==> config.mk <==
export PLATFORM = sky130hd
export DESIGN_NAME = mem_port_master
export DESIGN_NICKNAME = d
export VERILOG_FILES = /design/src/rtl/mem_port_master.sv
export SDC_FILE = /design/constraint.sdc
export NUM_CORES = 1
export LEC_CHECK = 0
export ABC_AREA = 0
export CAP_MARGIN = 10
export CORE_ASPECT_RATIO = 1.2
export CORE_MARGIN = 2
export CORE_UTILIZATION = 49
export CTS_CLUSTER_DIAMETER = 30
export DETAILED_ROUTE_END_ITERATION = 16
export PLACE_DENSITY = 0.76
export SLEW_MARGIN = 25
export SYNTH_ARGS = -nofsm -noshare
export SYNTH_HDL_FRONTEND = slang
export SYNTH_SLANG_ARGS = --single-unit
==> constraint.sdc <==
create_clock -name clk -period 2.1 [get_ports clk]
set_clock_uncertainty 0.1 [all_clocks]
set_input_delay 0.42 -clock clk [delete_from_list [all_inputs] [get_ports clk]]
set_output_delay 0.42 -clock clk [all_outputs]
set_load 0.02 [all_outputs]
==> src/rtl/mem_port_master.sv <==
// mem_port_master: core-side initiator for the single-port synchronous RAM.
// Ports: core req (valid/ready, write, addr, wdata), in-order load rsp
//   (valid/ready, data), busy, and RAM side (address, data_in, write, data_out).
`timescale 1ns/1ps
module mem_port_master #(
  parameter int ADDRESS_WIDTH = 8,
  parameter int DATA_WIDTH    = 8,
  parameter int RSP_DEPTH     = 4
) (
  input  logic                     clk,
  input  logic                     rst_n,
  input  logic                     req_valid,
  output logic                     req_ready,
  input  logic                     req_write,
  input  logic [ADDRESS_WIDTH-1:0] req_addr,
  input  logic [DATA_WIDTH-1:0]    req_wdata,
  output logic                     rsp_valid,
  input  logic                     rsp_ready,
  output logic [DATA_WIDTH-1:0]    rsp_data,
  output logic                     busy,
  output logic [ADDRESS_WIDTH-1:0] mem_address,
  output logic [DATA_WIDTH-1:0]    mem_data_in,
  output logic                     mem_write,
  input  logic [DATA_WIDTH-1:0]    mem_data_out
);

  localparam int PW = $clog2(RSP_DEPTH);
  localparam int CW = PW + 1;
  localparam int NW = CW + 1;

  logic                  rd_p1;
  logic                  rd_p2;
  logic [CW-1:0]         count;
  logic [PW-1:0]         wr_ptr;
  logic [PW-1:0]         rd_ptr;
  logic [DATA_WIDTH-1:0] fifo [RSP_DEPTH];
  logic [NW-1:0]         pending;
  logic                  accept;
  logic                  push;
  logic                  pop;

  // Reserve a FIFO slot for every load in flight so a push always fits.
  assign pending = {1'b0, count}
                 + {{CW{1'b0}}, rd_p1}
                 + {{CW{1'b0}}, rd_p2};
  assign req_ready = pending < NW'(RSP_DEPTH);
  assign accept    = req_valid & req_ready;

  assign push      = rd_p2;
  assign rsp_valid = count != '0;
  assign pop       = rsp_valid & rsp_ready;
  assign rsp_data  = rsp_valid ? fifo[rd_ptr] : '0;
  assign busy      = rd_p1 | rd_p2 | rsp_valid;

  always_ff @(posedge clk or negedge rst_n) begin
    if (!rst_n) begin
      mem_address <= '0;
      mem_data_in <= '0;
      mem_write   <= 1'b0;
      rd_p1       <= 1'b0;
      rd_p2       <= 1'b0;
    end else begin
      mem_write <= accept & req_write;
      rd_p1     <= accept & ~req_write;
      rd_p2     <= rd_p1;
      if (accept) begin
        mem_address <= req_addr;
        mem_data_in <= req_wdata;
      end
    end
  end

  always_ff @(posedge clk or negedge rst_n) begin
    if (!rst_n) begin
      count  <= '0;
      wr_ptr <= '0;
      rd_ptr <= '0;
    end else begin
      if (push) wr_ptr <= wr_ptr + 1'b1;
      if (pop)  rd_ptr <= rd_ptr + 1'b1;
      unique case ({push, pop})
        2'b10:   count <= count + 1'b1;
        2'b01:   count <= count - 1'b1;
        default: count <= count;
      endcase
    end
  end

  // Storage needs no reset: the head is masked while empty.
  always_ff @(posedge clk) begin
    if (push) fifo[wr_ptr] <= mem_data_out;
  end

  a_no_overflow: assert property (
    @(posedge clk) disable iff (!rst_n)
    !(push && !pop && count == CW'(RSP_DEPTH))
  );

endmodule
==> results.sh <==
export IMPL_crit_required_ns=2.23
export IMPL_pwr_share_clk_pct=18.6
export IMPL_arrival_ns=2.34
export IMPL_syn_to_final_growth_pct=43.4
export IMPL_io_pins=57
export IMPL_netlist_top_cells_area="edfxtp_1, dfrtp_1, mux4_2"
export IMPL_powerDensity_mw_per_mm2=1490
export IMPL_die_h_um=80.3
export IMPL_io_buffers=56
export IMPL_yosysWarnings=0
export IMPL_syn_avg_cell_area_um2=18.0
export IMPL_r2r_end="count[1]"
export IMPL_ctsLongestPathBuffers=2
export IMPL_grt_setup_unrepaired="true"
export IMPL_drive_above_1_share_pct=38.4
export IMPL_ir_worst_vdd_v=0.000852
export IMPL_rr_worst_depth=7
export IMPL_synthesis_nets=168
export IMPL_critPathLaunch="count[0]"
export IMPL_cts_buffers=9
export IMPL_ctsHtreeMaxLevel=3
export IMPL_hold_depth=0
export IMPL_syn_area_mm2=0.00238
export IMPL_synth_top_cell_by_area="edfxtp_1"
export IMPL_grt_pass1_wl_mm=7.13
export IMPL_coreArea_mm2=0.00463
export IMPL_failed_checks="negative setup slack"
export IMPL_place_congestion=0.795
export IMPL_path_class="flip-flop to flip-flop"
export IMPL_dp_slack_ns=-0.235
export IMPL_ys_ff_latch=58
export IMPL_status="complete, but fails checks"
export IMPL_instances_no_fill=274
export IMPL_fin_crit_ns=2.21
export IMPL_synth_top_cell_area_share_pct=40.4
export IMPL_worstHoldPathType="flip-flop to flip-flop"
export IMPL_grt_max_degree=27
export IMPL_cts_root_buf="clkbuf_8"
export IMPL_rows=27
export IMPL_layout_setup_ws_ns=-0.110
export IMPL_p_int_w=0.00345
export IMPL_rr_startpoint="count[0]"
export IMPL_cp_start_kind="flip-flop"
export IMPL_routed_via_density=5.05
export IMPL_timing_final_hold_violations=0
export IMPL_vias=1384
export IMPL_cts_sinks=58
export IMPL_routedWlPerCell_um=16.7
export IMPL_layout_nets=247
export IMPL_dieArea_mm2=0.00543
export IMPL_worst_slew_pin_slew_ns=0.459
export IMPL_slew_headroom_pct=69.4
export IMPL_ys_seq_area_share_pct=67.8
export IMPL_fin_util_pct=73.7
export IMPL_ant_nets=0
export IMPL_power_frac_comb_pct=48.4
export IMPL_power_switching_w=0.00165
export IMPL_hold_start="rd_p1"
export IMPL_fillCellCount=283
export IMPL_grt_usage_pct=18.7
export IMPL_slew_violations=0
export IMPL_maxClockFrequency_ghz=0.453
export IMPL_drc=0
export IMPL_worstSetupEndpointType="flip-flop"
export IMPL_clk_pin_slew_ns=0.06
export IMPL_power_leakage_nw=1.38
export IMPL_die_x_um=67.6
export IMPL_hpwl_mm=3.01
export IMPL_finalCritPeriodShare_pct=105
export IMPL_final_setup_viol_count=11
export IMPL_wirelength_mm=4.58
export IMPL_first_global_vias=1534
export IMPL_gr_total_overflow=0
export IMPL_diodes=0
export IMPL_syn_inst=132
export IMPL_crit_fanout=6
export IMPL_initial_utilization_pct=51.4
export IMPL_switching_share_pct=32.3
export IMPL_hold_worst_slack_ns=0.314
export IMPL_hold_end="push"
export IMPL_r2r_slack_ns=-0.11
export IMPL_p_seq_share_pct=33.1
export IMPL_yosysUniqueCellTypes=25
export IMPL_dr_pass1_iters=4
export IMPL_cts_tree="built"
export IMPL_drt_first_iter_violations=76
export IMPL_dp_cells=254
export IMPL_grt_antenna_before_repair=0
export IMPL_maxCapViolCount=0
export IMPL_clk_latency_ns=0.33
-- repair_timing --
action / in CTS / in global routing
setup endpoints to repair: 13 / 13
gates resized for setup: 66 / 15
pin swaps: 8 / 5
hold buffers: 0 / 0
setup buffers: 1 / 2
gates cloned: 0 / 1
-- state kept, by name (all words and copies together) (netlist names) --
name and cells:
fifo 32, rd_ptr 2, push 1, count 3, mem_data_in 8, mem_address 8
mem_write 1, wr_ptr 2, rd_p1 1
-- kinds of logic after synthesis --
group	Yosys count	synth area share (%)
multiplexers	25	16.8
AO/OA/AOI/OAI	4	1.42
flip-flops	58	67.8
XOR/XNOR	6	2.21
AND/OR/NAND/NOR	21	5.26
adder cells (fa/ha/maj)	7	4.00
buffers and inverters	11	2.53
-- area by class of cell --
| type | count | area, um^2 | share of cell area, % |
|---|---|---|---|
| clock buffers | 10 | 128 | 3.74 |
| clock inverters | 6 | 57.6 | 1.69 |
| inverters | 6 | 22.5 | 0.660 |
| multi-input cells | 63 | 776 | 22.7 |
| flip-flops and latches | 58 | 1610 | 47.2 |
| well taps | 58 | 72.6 | 2.13 |
| repair buffers | 73 | 743 | 21.8 |
-- synth_stat cells --
master    count
nor2_1        1
a21o_1        1
mux2_4        8
buf_12        1
a21oi_4       1
or3_1         2
mux2i_1       1
and2_1       14
ha_1          6
nand2b_1      1
mux2_2        8
inv_1         6
clkbuf_1      2
dfrtp_1      26
xor2_1        4
nor2b_1       1
mux4_2        8
o21ai_0       1
xnor2_1       2
fa_1          1
buf_2         2
nand3_1       1
a21oi_1       1
edfxtp_1     32
nand2_1       1
-- cell usage in the layout, fill, tap and decap left out, types with 2 or more instances in the layout --
cell type	count
and2_1	6
and2_4	8
buf_12	2
buf_4	12
buf_6	10
clkbuf_8	9
clkdlybuf4s50_1	45
clkinv_2	3
dfrtp_1	26
edfxtp_1	32
ha_1	4
ha_4	2
inv_1	5
mux2_2	8
mux2_4	8
mux4_2	8
or3_4	2
xnor2_1	2
xor2_1	3
-- stage by stage --
stage	setup TNS, ns	total power (W)	area [um^2]
after detailed placement	-1.48	0.00387	3100
after floorplan	0	0.00288	2380
after global placement	-1.20	0.00379	3100
after CTS	-0.856	0.00496	3310
final	-0.632	0.00509	3410
after global routing	-1.27	0.00538	3410
-- worst max path at each step --
stage	to	slack, ns
2_1_floorplan	count[2]	0.16
3_3_place_gp	count[2]	-0.13
3_5_place_dp	count[2]	-0.24
4_1_cts	count[2]	-0.09
5_1_grt	count[1]	-0.16
6_report	count[1]	-0.11
-- metal layers --
metal	track usage [%]	part of all wire (%)	vias up	routed length, um
met1	20.5	38	690	1730
li1	-	-	630	-
met3	6.86	7.9	5	363
met5	0	0	-	0
met4	10.2	0.87	0	40
met2	30.9	54	59	2460
-- worst max-delay path, stage by stage (launching register included) --
cell     delay (ns)
dfrtp_1        0.40
or3_4          0.44
buf_8          0.15
and2_4         0.17
ha_4           0.16
inv_2          0.05
fa_2           0.44
mux2i_1        0.21
-- power by group through the flow --
stage	combinational (W)	sequential [W]	clock, W
after floorplan	0.00103	0.00185	0
after global placement	0.00210	0.00168	0
after detailed placement	0.00217	0.00170	0
after CTS	0.00230	0.00168	0.000976
after global routing	0.00263	0.00172	0.00103
final	0.00246	0.00169	0.000946
Power figures use the tool's default switching activity.
==> RTL change 1: new RTL, config.mk and constraints unchanged <==
Change the parameter `ADDRESS_WIDTH` from 8 to 9.
--- a/src/rtl/mem_port_master.sv
+++ b/src/rtl/mem_port_master.sv
@@ -5,3 +5,3 @@
 module mem_port_master #(
-  parameter int ADDRESS_WIDTH = 8,
+  parameter int ADDRESS_WIDTH = 9,
   parameter int DATA_WIDTH    = 8,
Interface: changed (resized mem_address and req_addr); port bits go from 57 to 59. The function was not compared with the original's and may differ.
==> RTL change 1 against the unedited design <==
  * The run still ends with setup timing left
  * Routed wire length grew 1.5%
  * Synthesized area grew 1.5%
  * Largest power group unchanged
  * Total power grew 5.5%
  * Global-route usage shrank 0.33 points
  * Setup slack gained 0.046 ns
  * Sequential cell count grew 1
  * Final area grew 2.4%
  * Critical endpoint is now rsp_data[5]
==> RTL change 1: results (changes against the unedited design) <==
<table>
<tr><th>Metric</th><th>Value</th></tr>
<tr><th colspan="2">Outcome</th></tr>
<tr><td>Outcome</td><td>finished, violations left</td></tr>
<tr><td>Violations in the final reports</td><td>setup timing</td></tr>
<tr><th colspan="2">Synthesis</th></tr>
<tr><td>Post-synthesis async set-or-reset flop share</td><td>45.8% (+0.94 points)</td></tr>
<tr><td>Post-Syn Area per Cell</td><td>18.0 µm² (about the same)</td></tr>
<tr><td>Fraction of the mapped netlist area in compound gates</td><td>1.40% (-0.021 points)</td></tr>
<tr><td>Synth cell count leaders</td><td>edfxtp_1, dfrtp_1, and2_1</td></tr>
<tr><td>Number of nets produced by synthesis</td><td>171 (+1.8%)</td></tr>
<tr><td>Mux share of post-synthesis cell area</td><td>17.0% (+0.21 points)</td></tr>
<tr><td>Adder and majority gate portion of the synthesized area</td><td>3.94% (-0.060 points)</td></tr>
<tr><th colspan="2">Setup path</th></tr>
<tr><td>Arr. time, crit path</td><td>1.64 ns (-0.70 ns)</td></tr>
<tr><td>Top cell family by delay on the critical path</td><td>multiplexers</td></tr>
<tr><td>CP max-delay cell</td><td>mux4_2</td></tr>
<tr><td>Worst path max stage delay</td><td>0.50 ns (+0.06 ns)</td></tr>
<tr><td>Worst reg2reg path startpoint</td><td>count[1]</td></tr>
<tr><th colspan="2">GRT</th></tr>
<tr><td>Pin count of the biggest net entering global routing</td><td>28 (+3.7%)</td></tr>
<tr><td>Global Route Usage Sum</td><td>18.4% (-0.33 points)</td></tr>
<tr><td>Vias in the first global route</td><td>1486 (-3.1%)</td></tr>
<tr><th colspan="2">STA</th></tr>
<tr><td>Setup-violating endpoint count in the final report</td><td>11 (unchanged)</td></tr>
<tr><td>Worst Max-Slew Pin Slew</td><td>0.463 ns (+0.00406 ns)</td></tr>
<tr><td>Total negative slack</td><td>-0.502 ns (+0.130 ns)</td></tr>
<tr><td>Fin worst setup slack</td><td>-0.0642 ns (+0.0456 ns)</td></tr>
<tr><th colspan="2">Finish</th></tr>
<tr><td>Fill cell count</td><td>318 (+12%)</td></tr>
<tr><td>Ratio of cells with drive above 1 in the final layout</td><td>37.3% (-1.2 points)</td></tr>
<tr><td>Layout net count</td><td>252 (+2.0%)</td></tr>
<tr><th colspan="2">Place</th></tr>
<tr><td>Number of cells after detailed placement</td><td>260 (+2.4%)</td></tr>
<tr><td>Count of buffers from port buffering</td><td>58 (+3.6%)</td></tr>
<tr><td>DPL Wire Length</td><td>3.28 mm (+8.8%)</td></tr>
<tr><th colspan="2">Routing</th></tr>
<tr><td>Met3 wire length</td><td>300 µm (-17%)</td></tr>
<tr><td>Aggregate routed wire length</td><td>4.65 mm (+1.5%)</td></tr>
<tr><td>DRC marker count from the first detailed-route iteration</td><td>62 (-18%)</td></tr>
<tr><td>Post-route met1 wirelength</td><td>1.79 mm (+3.6%)</td></tr>
<tr><td>Count of vias placed by the detailed router</td><td>1423 (+2.8%)</td></tr>
</table>
[RTL change 1: changes by cell type after synthesis, sizes merged]
cell and delta:
dfrtp +1, mux2 +1
[RTL change 1: through the flow]
step	cell area, µm²	hold slack (ns)	setup slack [ns]
finish	3490	0.296	-0.0642
global route	3490	0.307	-0.123
CTS	3450	0.301	-0.0857
detailed placement	3160	0.289	-0.199
global placement	3160	0.286	-0.165
floorplan	2410	0.0244	0.156
[RTL change 1: logic make-up (layout without fill, tap and decap cells)]
family | Yosys count | in the layout
AO/OA/AOI/OAI | 4 | 4
XOR/XNOR | 6 | 6
adder cells (fa/ha/maj) | 7 | 7
buffers and inverters | 11 | 97
flip-flops | 59 | 59
multiplexers | 26 | 26
AND/OR/NAND/NOR | 21 | 21
[RTL change 1: layout make-up]
type                    count  area (µm²)  share of cell area, %
clock buffers              10         128                   3.65
clock inverters             6         104                   2.97
inverters                   6        22.5                  0.645
flip-flops and latches     59        1640                   46.8
well taps                  60        75.1                   2.15
multi-input cells          64         766                   21.9
repair buffers             75         762                   21.8
[RTL change 1: report_power, final]
group	leakage (nW)	internal, mW	switching, mW	total [mW]
clock network	0.118	0.780	0.415	1.20
logic	0.690	1.42	1.03	2.45
registers	0.612	1.52	0.202	1.72
[RTL change 1: what timing repair did]
action | CTS | global route
resized for setup | 77 | 2
endpoints found under the setup margin | 13 | 13
setup buffers | 0 | 3
cloned | 0 | 1
pin swaps | 10 | 2
[RTL change 1: path summary, 6_finish.rpt]
check,end,slack [ns],cells after the start
worst max-delay path,rsp_data[5],-0.06,4
worst min-delay path,push,0.30,0
worst max register to register,count[1],-0.01,7
worst min register to register,push,0.30,0
max in group asynchronous,count[1],1.28,2
min in group asynchronous,mem_address[6],0.36,2
==> RTL change 2: new RTL, config.mk and constraints unchanged <==
Without the edit above. Make the reset (`rst_n`) synchronous in 2 clocked blocks.
--- a/src/rtl/mem_port_master.sv
+++ b/src/rtl/mem_port_master.sv
@@ -54,3 +54,3 @@
 
-  always_ff @(posedge clk or negedge rst_n) begin
+  always_ff @(posedge clk) begin
     if (!rst_n) begin
@@ -72,3 +72,3 @@
 
-  always_ff @(posedge clk or negedge rst_n) begin
+  always_ff @(posedge clk) begin
     if (!rst_n) begin
Behaviour: differs if rst_n is asserted again (counterexample within 4 cycles, from zero or initial values and one cycle with rst_n low); with rst_n held inactive, the same outputs for 10 cycles.
==> RTL change 2 against the unedited design <==
  * Sequential cell count rose by 2
  * Fmax increased by 5.3%
  * Register-to-register slack gained 0.27 ns
  * Die area is 2.9% higher
  * Synthesized area rose by 3.1%
  * Count of clock-buffer cells in the layout rose by 1
  * Final area down 0.44%
  * Routed wire length down 3.3%
  * Setup slack improved by 0.11 ns
  * Highest routed layer unchanged
Power is not compared: it rests on default switching activity, and its combinational part moved more than twofold at a synthesized area within 25%.
==> RTL change 2: results (changes against the unedited design) <==
<table>
<tr><th>Metric</th><th>Value</th></tr>
<tr><th colspan="2">Finish</th></tr>
<tr><td>Layout net count</td><td>290 (+17%)</td></tr>
<tr><td>Fill cell count</td><td>359 (+27%)</td></tr>
<tr><th colspan="2">GRT</th></tr>
<tr><td>Global Route Usage Sum</td><td>18.0% (-0.69 points)</td></tr>
<tr><td>Pin count of the biggest net entering global routing</td><td>35 (+30%)</td></tr>
<tr><td>Vias in the first global route</td><td>1583 (+3.2%)</td></tr>
<tr><th colspan="2">STA</th></tr>
<tr><td>Relative slew slack</td><td>71.6% (+2.1 points)</td></tr>
<tr><td>Total negative slack</td><td>0 ns (+0.632 ns)</td></tr>
<tr><th colspan="2">Routing</th></tr>
<tr><td>DRC marker count from the first detailed-route iteration</td><td>58 (-24%)</td></tr>
<tr><td>Count of vias placed by the detailed router</td><td>1572 (+14%)</td></tr>
<tr><td>Aggregate routed wire length</td><td>4.43 mm (-3.3%)</td></tr>
<tr><td>Pre-antenna DRT Iters</td><td>3 (-1)</td></tr>
<tr><th colspan="2">Place</th></tr>
<tr><td>Placer Congestion</td><td>0.686 (-14%)</td></tr>
<tr><td>DPL Wire Length</td><td>3.08 mm (+2.2%)</td></tr>
<tr><td>Placed cell area</td><td>3170 µm² (+2.2%)</td></tr>
<tr><th colspan="2">Setup path</th></tr>
<tr><td>Largest driver fanout on the critical path</td><td>8 (+2)</td></tr>
<tr><td>Top cell family by delay on the critical path</td><td>multiplexers</td></tr>
<tr><td>Arr. time, crit path</td><td>1.58 ns (-0.76 ns)</td></tr>
<tr><td>Worst path max stage delay</td><td>0.51 ns (+0.07 ns)</td></tr>
<tr><th colspan="2">Power and ir drop</th></tr>
<tr><td>Worst IR drop on VDD</td><td>610 µV</td></tr>
<tr><td>Share of power burned in combinational logic</td><td>21.6%</td></tr>
<tr><th colspan="2">Synthesis</th></tr>
<tr><td>Number of nets produced by synthesis</td><td>218 (+30%)</td></tr>
<tr><td>Number of different library cells in the post-synthesis netlist</td><td>30 (+20%)</td></tr>
<tr><td>Biggest area contributors in the synthesized netlist</td><td>edfxtp_1, dfxtp_1, mux4_2, mux2i_1, nand2_1</td></tr>
<tr><td>Post-synthesis async set-or-reset flop share</td><td>0% (-45 points)</td></tr>
<tr><td>Sequential share of the synthesized area</td><td>62.0% (-5.7 points)</td></tr>
<tr><th colspan="2">Clock network</th></tr>
<tr><td>CTS Root Cell</td><td>clkbuf_8</td></tr>
<tr><td>Number of gates resized after CTS</td><td>41 (-38%)</td></tr>
<tr><th colspan="2">Outcome</th></tr>
<tr><td>Outcome</td><td>completed</td></tr>
</table>
==> RTL change 2: stage by stage <==
| step | cells | setup slack, ns |
|---|---|---|
| 6_report | 319 | 0.00147 |
| 3_5_place_dp | 303 | -0.302 |
| 3_3_place_gp | 303 | -0.251 |
| 5_1_grt | 319 | -0.0772 |
| 4_1_cts | 319 | -0.0522 |
| 2_1_floorplan | 182 | 0.160 |
==> RTL change 2: cells by family (layout without fill, tap and decap cells) <==
family | Yosys count | in the layout | synth area share, %
and+or+nand+nor | 59 | 59 | 12.0
muxes | 25 | 25 | 14.3
adders and majority gates | 7 | 7 | 3.88
buffers and inverters | 18 | 95 | 3.52
AOI/OAI and AO/OA | 8 | 8 | 2.45
DFF | 60 | 60 | 62.0
xor gates and xnor gates | 5 | 5 | 1.79
==> RTL change 2: routing by layer <==
| layer | routed length [µm] | track usage, % |
|---|---|---|
| met1 | 1740 | 19.8 |
| met2 | 2230 | 28.6 |
| met3 | 372 | 8.08 |
| met4 | 95 | 10.2 |
| met5 | 0 | 0 |
==> RTL change 2: layout make-up <==
cell class / count / area, µm² / share of cell area, %
Clock buffer: 11 / 141 / 4.16
Clock inverter: 5 / 51.3 / 1.51
Inverter: 9 / 33.8 / 0.995
Multi-Input combinational cell: 104 / 892 / 26.3
Sequential cell: 60 / 1520 / 44.8
Tap cell: 60 / 75.1 / 2.21
Timing Repair Buffer: 70 / 679 / 20.0
==> RTL change 2: final timing paths <==
check        slack (ns)           start  cells past startpoint             end
max reg2reg        0.16        count[0]                      9        count[2]
min reg2reg        0.36  mem_address[3]                      2  mem_address[3]
min                0.36  mem_address[3]                      2  mem_address[3]
max               0.001        register                      4     rsp_data[1]
